### src/rtl/i2c_target_mem.sv
// i2c_target_mem: I2C target with a small byte-addressed register memory.
// Supports write (pointer + data bytes), pointer-set, and current-address /
// sequential reads. SDA is only ever pulled low; SCL is never stretched.
module i2c_target_mem #(
    parameter logic [6:0]  TargetAddr = 7'h50,
    parameter int unsigned MemDepth   = 16
) (
    input  logic       clk_i,
    input  logic       rst_ni,
    input  logic       scl_i,
    input  logic       sda_i,
    output logic       sda_en_o,
    output logic       busy_o,
    output logic       wr_strobe_o,
    output logic [7:0] wr_addr_o,
    output logic [7:0] wr_data_o
);

    localparam int unsigned AW = $clog2(MemDepth);

    typedef enum logic [3:0] {
        ST_IDLE,
        ST_ADDR,
        ST_ADDR_ACK,
        ST_PTR,
        ST_PTR_ACK,
        ST_WDATA,
        ST_WDATA_ACK,
        ST_RDATA,
        ST_RDATA_ACK,
        ST_IGNORE
    } state_e;

    logic          scl_meta_q, scl_sync_q, scl_prev_q;
    logic          sda_meta_q, sda_sync_q, sda_prev_q;

    state_e        state_q;
    logic [3:0]    cnt_q;
    logic [7:0]    shift_q;
    logic [7:0]    tx_q;
    logic          rw_q;
    logic          ack_hold_q;
    logic [AW-1:0] ptr_q;
    logic [7:0]    mem_q [MemDepth];
    logic          sda_en_q;
    logic          busy_q;
    logic          wr_strobe_q;
    logic [7:0]    wr_addr_q;
    logic [7:0]    wr_data_q;

    logic          scl_rise, scl_fall;
    logic          start_cond, stop_cond;
    logic [7:0]    shift_d;
    logic [3:0]    cnt_d;
    logic [AW-1:0] ptr_d;
    logic [7:0]    rd_byte;

    // Bus event decode from the synchronised lines; START/STOP need SCL high in both samples
    always_comb begin
        scl_rise   = scl_sync_q & ~scl_prev_q;
        scl_fall   = ~scl_sync_q & scl_prev_q;
        start_cond = scl_sync_q & scl_prev_q & sda_prev_q & ~sda_sync_q;
        stop_cond  = scl_sync_q & scl_prev_q & ~sda_prev_q & sda_sync_q;
        shift_d    = {shift_q[6:0], sda_sync_q};
        cnt_d      = cnt_q + 4'd1;
        ptr_d      = ptr_q + AW'(1);
        rd_byte    = mem_q[ptr_q];
    end

    // Two-flop synchronisers plus a delayed copy for edge detection
    always_ff @(posedge clk_i) begin
        if (!rst_ni) begin
            scl_meta_q <= 1'b1;
            scl_sync_q <= 1'b1;
            scl_prev_q <= 1'b1;
            sda_meta_q <= 1'b1;
            sda_sync_q <= 1'b1;
            sda_prev_q <= 1'b1;
        end else begin
            scl_meta_q <= scl_i;
            scl_sync_q <= scl_meta_q;
            scl_prev_q <= scl_sync_q;
            sda_meta_q <= sda_i;
            sda_sync_q <= sda_meta_q;
            sda_prev_q <= sda_sync_q;
        end
    end

    // Protocol FSM, memory, pointer and all registered outputs
    always_ff @(posedge clk_i) begin
        if (!rst_ni) begin
            state_q     <= ST_IDLE;
            cnt_q       <= 4'd0;
            shift_q     <= 8'h00;
            tx_q        <= 8'h00;
            rw_q        <= 1'b0;
            ack_hold_q  <= 1'b0;
            ptr_q       <= '0;
            sda_en_q    <= 1'b0;
            busy_q      <= 1'b0;
            wr_strobe_q <= 1'b0;
            wr_addr_q   <= 8'h00;
            wr_data_q   <= 8'h00;
            for (int i = 0; i < int'(MemDepth); i++) begin
                mem_q[i] <= 8'h00;
            end
        end else begin
            wr_strobe_q <= 1'b0;
            if (start_cond) begin
                // Repeated start is legal anywhere; a partial byte is dropped
                state_q    <= ST_ADDR;
                cnt_q      <= 4'd0;
                ack_hold_q <= 1'b0;
                sda_en_q   <= 1'b0;
                busy_q     <= 1'b0;
            end else if (stop_cond) begin
                state_q    <= ST_IDLE;
                cnt_q      <= 4'd0;
                ack_hold_q <= 1'b0;
                sda_en_q   <= 1'b0;
                busy_q     <= 1'b0;
            end else begin
                case (state_q)
                    ST_ADDR: begin
                        if (scl_rise) begin
                            shift_q <= shift_d;
                            cnt_q   <= cnt_d;
                            if (cnt_q == 4'd7) begin
                                cnt_q <= 4'd0;
                                if (shift_d[7:1] == TargetAddr) begin
                                    state_q    <= ST_ADDR_ACK;
                                    rw_q       <= shift_d[0];
                                    ack_hold_q <= 1'b0;
                                    busy_q     <= 1'b1;
                                end else begin
                                    state_q <= ST_IGNORE;
                                end
                            end
                        end
                    end
                    ST_ADDR_ACK, ST_PTR_ACK, ST_WDATA_ACK: begin
                        // First fall asserts ACK, second fall ends the ACK slot
                        if (scl_fall) begin
                            if (!ack_hold_q) begin
                                sda_en_q   <= 1'b1;
                                ack_hold_q <= 1'b1;
                            end else begin
                                ack_hold_q <= 1'b0;
                                cnt_q      <= 4'd0;
                                if (state_q == ST_ADDR_ACK && rw_q) begin
                                    state_q  <= ST_RDATA;
                                    sda_en_q <= ~rd_byte[7];
                                    tx_q     <= {rd_byte[6:0], 1'b0};
                                    cnt_q    <= 4'd1;
                                end else begin
                                    sda_en_q <= 1'b0;
                                    state_q  <= (state_q == ST_ADDR_ACK) ? ST_PTR : ST_WDATA;
                                end
                            end
                        end
                    end
                    ST_PTR: begin
                        if (scl_rise) begin
                            shift_q <= shift_d;
                            cnt_q   <= cnt_d;
                            if (cnt_q == 4'd7) begin
                                cnt_q   <= 4'd0;
                                ptr_q   <= shift_d[AW-1:0];
                                state_q <= ST_PTR_ACK;
                            end
                        end
                    end
                    ST_WDATA: begin
                        if (scl_rise) begin
                            shift_q <= shift_d;
                            cnt_q   <= cnt_d;
                            if (cnt_q == 4'd7) begin
                                cnt_q        <= 4'd0;
                                mem_q[ptr_q] <= shift_d;
                                wr_strobe_q  <= 1'b1;
                                wr_addr_q    <= 8'(ptr_q);
                                wr_data_q    <= shift_d;
                                ptr_q        <= ptr_d;
                                state_q      <= ST_WDATA_ACK;
                            end
                        end
                    end
                    ST_RDATA: begin
                        // cnt_q counts bits already placed on the bus; 0 means load a new byte
                        if (scl_fall) begin
                            if (cnt_q == 4'd0) begin
                                sda_en_q <= ~rd_byte[7];
                                tx_q     <= {rd_byte[6:0], 1'b0};
                                cnt_q    <= 4'd1;
                            end else if (cnt_q == 4'd8) begin
                                sda_en_q <= 1'b0;
                                ptr_q    <= ptr_d;
                                cnt_q    <= 4'd0;
                                state_q  <= ST_RDATA_ACK;
                            end else begin
                                sda_en_q <= ~tx_q[7];
                                tx_q     <= {tx_q[6:0], 1'b0};
                                cnt_q    <= cnt_d;
                            end
                        end
                    end
                    ST_RDATA_ACK: begin
                        if (scl_rise) begin
                            if (!sda_sync_q) begin
                                state_q <= ST_RDATA;
                                cnt_q   <= 4'd0;
                            end else begin
                                state_q <= ST_IGNORE;
                                busy_q  <= 1'b0;
                            end
                        end
                    end
                    default: begin
                        sda_en_q <= 1'b0;
                    end
                endcase
            end
        end
    end

    assign sda_en_o    = sda_en_q;
    assign busy_o      = busy_q;
    assign wr_strobe_o = wr_strobe_q;
    assign wr_addr_o   = wr_addr_q;
    assign wr_data_o   = wr_data_q;

endmodule

### config.mk
export PLATFORM = sky130hd
export DESIGN_NAME = i2c_target_mem
export DESIGN_NICKNAME = d
export VERILOG_FILES = /design/src/rtl/i2c_target_mem.sv
export SDC_FILE = /design/constraint.sdc
export NUM_CORES = 1
export LEC_CHECK = 0
export ABC_AREA = 0
export CORE_ASPECT_RATIO = 1.5
export CORE_MARGIN = 2
export CORE_UTILIZATION = 30
export CTS_CLUSTER_DIAMETER = 50
export DETAILED_ROUTE_END_ITERATION = 10
export HOLD_SLACK_MARGIN = 0.06
export MAX_ROUTING_LAYER = met4
export PLACE_DENSITY = 0.56
export SYNTH_ARGS = -nofsm -noshare
export SYNTH_HDL_FRONTEND = slang
export SYNTH_SLANG_ARGS = --single-unit
### constraint.sdc
create_clock -name clk_i -period 5.95 [get_ports clk_i]
set_clock_uncertainty 0.15 [all_clocks]
set_input_delay 1.785 -clock clk_i [delete_from_list [all_inputs] [get_ports clk_i]]
set_output_delay 1.785 -clock clk_i [all_outputs]
set_load 0.05 [all_outputs]
==> results of run 1 <==
## flip-flops by register name, summed over array words and instances, names as in the netlist, 4 cells and up, named ones only
| name | flops |
|---|---|
| mem_q | 128 |
| wr_data_o | 8 |
| shift_q | 7 |
| tx_q | 7 |
| cnt_q | 4 |
| ptr_q | 4 |
| state_q | 4 |
| wr_addr_o | 4 |
## worst max-delay path by stage
stage | startpoint | slack (ns) | endpoint
6_report | rst_ni | 2.12 | mem_q[10][4]
5_1_grt | rst_ni | 1.95 | mem_q[10][0]
3_5_place_dp | rst_ni | 1.65 | mem_q[13][7]
2_1_floorplan | rst_ni | 2.88 | mem_q[13][0]
4_1_cts | rst_ni | 2.14 | mem_q[13][7]
3_3_place_gp | rst_ni | 1.71 | mem_q[10][0]
## synth_stat cells (3+ instances only)
master,number
nor2b_1,13
a21boi_0,12
nand2_1,55
a211oi_1,8
and2_1,132
edfxtp_1,128
o221ai_1,6
nand3b_1,7
dfxtp_1,53
clkbuf_1,38
a211o_1,3
o21ai_0,10
buf_4,8
a221oi_1,12
a22oi_1,7
o32ai_1,3
a21o_1,3
nor4_4,4
nand4_1,7
nand2b_1,27
nor3_2,5
o21bai_1,3
a21oi_1,15
ha_1,6
nor2_1,19
mux2i_1,33
o21a_1,7
a31oi_1,3
buf_2,8
nor3_4,7
o31ai_1,4
nand3_1,8
inv_1,11
o22ai_1,5
mux4_2,21
nor3_1,8
## cells in the final DEF, fill, tap and decap left out, types with 10 or more instances in the layout
cell             count
mux2i_1             33
dfxtp_1             52
mux4_2              21
edfxtp_1           128
a21oi_1             15
nand2_1             55
inv_1               11
a221oi_1            12
o21ai_0             10
a21boi_0            12
and2_1             132
nor2b_1             13
nor2_1              19
clkbuf_16           19
clkdlybuf4s50_1     17
nand2b_1            27
## worst max-delay path: stages
cell	delay, ns
buf_2	0.60
nand2_1	0.54
nor3_2	0.44
nand2b_1	0.39
## cell type report
class                      instances  area (um^2)
multi-input combinational        495         3740
timing repair buffer              26          235
sequential                       181         4910
tap                              395          494
inverter                          12         45.0
fill                            2917        19500
clock inverter                    10         70.1
clock buffer                      22          487
## cells by family (layout without fill, tap and decap cells)
family / count (synthesis) / count (layout) / synth area share
compound gates: 118 / 118 / 0.0978
xor+xnor: 1 / 1 / 0.000977
fa+ha+maj: 6 / 6 / 0.00837
buf+inv: 71 / 70 / 0.0371
flops: 181 / 181 / 0.547
mux: 55 / 55 / 0.0908
other cells: 1 / 4 / 0.000418
simple gates: 311 / 311 / 0.217
## power by group
group | internal, mW | total [mW] | switching, mW
combinational | 0.145 | 0.366 | 0.221
sequential | 1.41 | 1.50 | 0.0919
clock | 0.584 | 1.06 | 0.480
total | 2.14 | 2.93 | 0.793
## layer usage
| layer | vias to the layer above | routed length, um |
|---|---|---|
| met5 | - | 0 |
| met4 | 0 | 611 |
| met3 | 33 | 621 |
| met2 | 114 | 12500 |
| met1 | 2802 | 8690 |
| li1 | 2697 | - |
## per-stage QoR
stage / utilization / std cells
finish: 0.338 / 1141
global route: 0.338 / 1141
CTS: 0.338 / 1141
detailed placement: 0.320 / 1109
global placement: 0.320 / 1109
floorplan: - / 747
==> impl_metrics.toml, run 1 <==
[worst_setup_path]
cp-start-kind = "primary input"
reg2regPathDepth = 4
path_max_fanout = 35
worstPathRequired_ns = 5.90
crit_arrival_ns = 3.78
reg2reg_slack_ns = 2.16
crit_path_end_kind = "flop"
path_class = "primary input to flop"
r2r-end = "mem_q[13][5]"
r2r_start = "state_q[2]"

[detailed_routing]
first_pass_iters = 5
ant_nets = 0
drtIter0Drc = 507
vias = 5646
wirelength_um = 22400
drcViolationCount = 0
wl_per_cell_um = 19.6
vias_per_cell = 4.95

[sta]
tns_ns = 0
setup_ws_ns = 2.12
slew_headroom = 0.275
rsz0062_at_grt = "no"
worstMarginPinSlew_ns = 1.09
finalCritPeriodShare = 0.644
finalHoldViolCount = 0
fmax_mhz = 261
setup_viol = 0
hold_slack_ns = 0.266
drv_slew = 0
min_period_ns = 3.83

[clock_tree]
ctsRootBufferMaster = "clkbuf_16"
clk_path_buf_depth = 2
cts_setup_buffers = 0
cts_tree = "done"
hold_buffers = 0
clk_latency_ns = 0.45
path_clk_slew_ns = 0.06
cts_sinks = 181
cts_resized = 0
numCtsBuffers = 17
htreeDepth = 4

[synthesis]
seq_area_frac_synth = 0.547
synth_seq_cells = 181
syn_avg_cell_area_um2 = 12.1
yosysTopAreaCell = "edfxtp_1"
synth.distinct_cells = 71
synthTopCellsByArea = "edfxtp_1 (43%), dfxtp_1 (12%), and2_1 (9.2%), mux4_2 (5.3%), mux2i_1 (3.7%)"
synth_edf_count = 128
synth_top_flop_cell = "edfxtp_1"
synth_area_um2 = 8970
synthDominantCellAreaShare = 0.429
ys_warn_count = 0
async_reset_ff_frac = 0
synthCells = 744

[global_routing]
grt_max_degree = 42
antenna_found_initial = 0
grt_pass1_wl_um = 34500
use_met2 = 0.278
met3_usage = 0.0271
grtUsageMet1 = 0.164
grt_pass1_vias = 5636
grt_overflow = 0
gr-max-usage-layer = "met2"
track_usage = 0.152

[placed_design]
dpl_cell_area_um2 = 9420
gp_congestion = 0.820
dp_slack_ns = 1.65
place_hpwl_um = 15500
portBuffers = 18

[layout]
synthToLayoutAreaGrowth_pct = 11.3
n_antenna_cell = 0
nNetsFinal = 743
design_area_um2 = 9980
drive_gt1_frac = 0.119

[status]
status = "finished, final reports clean"

[floorplan]
row_count = 77
die_h_um = 216
io_pins = 23
die_w_um = 145
die_area_um2 = 31300
coreArea_um2 = 29500
start_util = 0.304

[worst_hold_path]
hold-path-endpoint = "sda_sync_q"
whs_path_depth = 1
min-delay-start = "sda_meta_q"
min_path_type = "flop to flop"

[power]
cellLeakagePower_nw = 3.28
power.density_nw_per_um2 = 293
irDropWorstVdd_v = 0.000213
p_total_mw = 2.93

[run]
maxCapViolCount = 0
Power figures use the tool's default switching activity.
==> run 2: changes to the inputs <==
Settings changed: PLACE_DENSITY 0.56 to 0.57.
Clock period 5.95 ns to 3.4 ns, I/O delays scaled along.
==> impl_metrics.toml, run 2 (same netlist as run 1, synthesis figures left out) <==
[floorplan]
die_h_um = 216
die_area_um2 = 31300
coreArea_um2 = 29500
start_util = 0.304
row_count = 77
io_pins = 23
die_w_um = 145

[clock_tree]
cts_sinks = 181
htreeDepth = 4
cts_resized = 0
cts_setup_buffers = 0
clk_path_buf_depth = 2
path_clk_slew_ns = 0.06
hold_buffers = 0
numCtsBuffers = 17
ctsRootBufferMaster = "clkbuf_16"
cts_tree = "done"
clk_latency_ns = 0.44

[detailed_routing]
drtIter0Drc = 402
vias_per_cell = 4.95
vias = 5775
first_pass_iters = 4
wirelength_um = 22800
ant_nets = 0
drcViolationCount = 0
wl_per_cell_um = 19.6

[layout]
num-fill-cells = 2915
n_antenna_cell = 0
final_common_cell = "and2_1"
nNetsFinal = 768
regMostFlops = "mem_q"
final_cells = 1166
final_cell_mix = "and2_1 (132), edfxtp_1 (128), nand2_1 (55)"
drive_gt1_frac = 0.148
largest_reg_flops = 128
synthToLayoutAreaGrowth_pct = 14.2

[worst_hold_path]
whs_path_depth = 1
min-delay-start = "sda_meta_q"
min_path_type = "flop to flop"
hold-path-endpoint = "sda_sync_q"

[run]
maxCapViolCount = 0

[sta]
setup_viol = 0
rsz0062_at_grt = "no"
fmax_mhz = 324
slew_headroom = 0.431
min_period_ns = 3.09
worstMarginPinSlew_ns = 0.852
tns_ns = 0
drv_slew = 0
finalCritPeriodShare = 0.909
finalHoldViolCount = 0

[placed_design]
gp_congestion = 0.829
portBuffers = 18
place_hpwl_um = 15900
dp_cells = 1134

[global_routing]
grt_pass1_vias = 5874
antenna_found_initial = 0
grt_pass1_wl_um = 34900
grt_max_degree = 52
track_usage = 0.154
grt_overflow = 0

[status]
status = "finished, final reports clean"

[worst_setup_path]
reg2regPathDepth = 7
worstPathRequired_ns = 3.35
reg2reg_slack_ns = 0.31
cp-start-kind = "flop"
path_max_fanout = 28
path_class = "flop to flop"
r2r-end = "mem_q[0][0]"
r2r_start = "cnt_q[0]"
crit_path_end_kind = "flop"
crit_arrival_ns = 3.04

[power]
power.density_nw_per_um2 = 529
irDropWorstVdd_v = 0.000385
cellLeakagePower_nw = 3.45
p_total_mw = 5.41
run 2: cell count changes in the layout (fill, tap and decap cells not counted), moves of 2 or more:
cell / change
bufinv_16: +4
clkinv_4: -2
clkinvlp_4: -2
clkbuf_8: +2
clkbuf_16: -2
buf_4: +24
run 2: layout make-up:
type / count / area [um^2] / share of cell area
Clock buffer: 22 / 464 / 0.0453
Inverter: 12 / 45.0 / 0.00440
Clock inverter: 10 / 153 / 0.0149
Multi-Input combinational cell: 495 / 3740 / 0.365
Sequential cell: 181 / 4910 / 0.479
Tap cell: 395 / 494 / 0.0483
Timing Repair Buffer: 51 / 435 / 0.0425
run 2: layer usage:
layer / global-route usage / wire [um] / up-vias
met5: - / 0 / -
met1: 0.153 / 8620 / 2857
li1: - / - / 2746
met4: 0.0843 / 1020 / 0
met2: 0.284 / 12500 / 120
met3: 0.0260 / 654 / 52
run 2: power by group:
part           switching (mW)  leakage [nW]  internal [mW]
Clock                   0.819         0.300           1.26
Combinational           0.505          1.50          0.290
Sequential             0.0751          1.65           2.46
Total                    1.40          3.45           4.01
run 2: metrics by stage:
step | area [um^2] | hold slack [ns] | setup slack (ns) | utilization
2_1_floorplan | 8980 | 0.236 | 0.842 | -
3_3_place_gp | 9620 | 0.242 | 0.418 | 0.326
3_5_place_dp | 9620 | 0.249 | 0.343 | 0.326
4_1_cts | 10200 | 0.267 | 0.322 | 0.347
5_1_grt | 10200 | 0.299 | 0.150 | 0.347
6_report | 10200 | 0.264 | 0.309 | 0.347
run 2: worst max-delay path: stages (launching register included):
cell and delay, ns:
dfxtp_1 0.41, ha_1 0.26, and3b_1 0.21, nand2_1 0.10
or3_2 0.46, buf_4 0.32, nor4_4 0.44, nand2b_1 0.40
run 2: worst max path at each step:
stage | startpoint | endpoint | cells after the start
floorplan | cnt_q[0] | mem_q[4][0] | 8
global placement | cnt_q[0] | mem_q[0][3] | 7
detailed placement | cnt_q[0] | mem_q[0][0] | 7
CTS | cnt_q[0] | mem_q[0][0] | 7
global route | cnt_q[0] | mem_q[0][0] | 7
finish | cnt_q[0] | mem_q[0][0] | 7
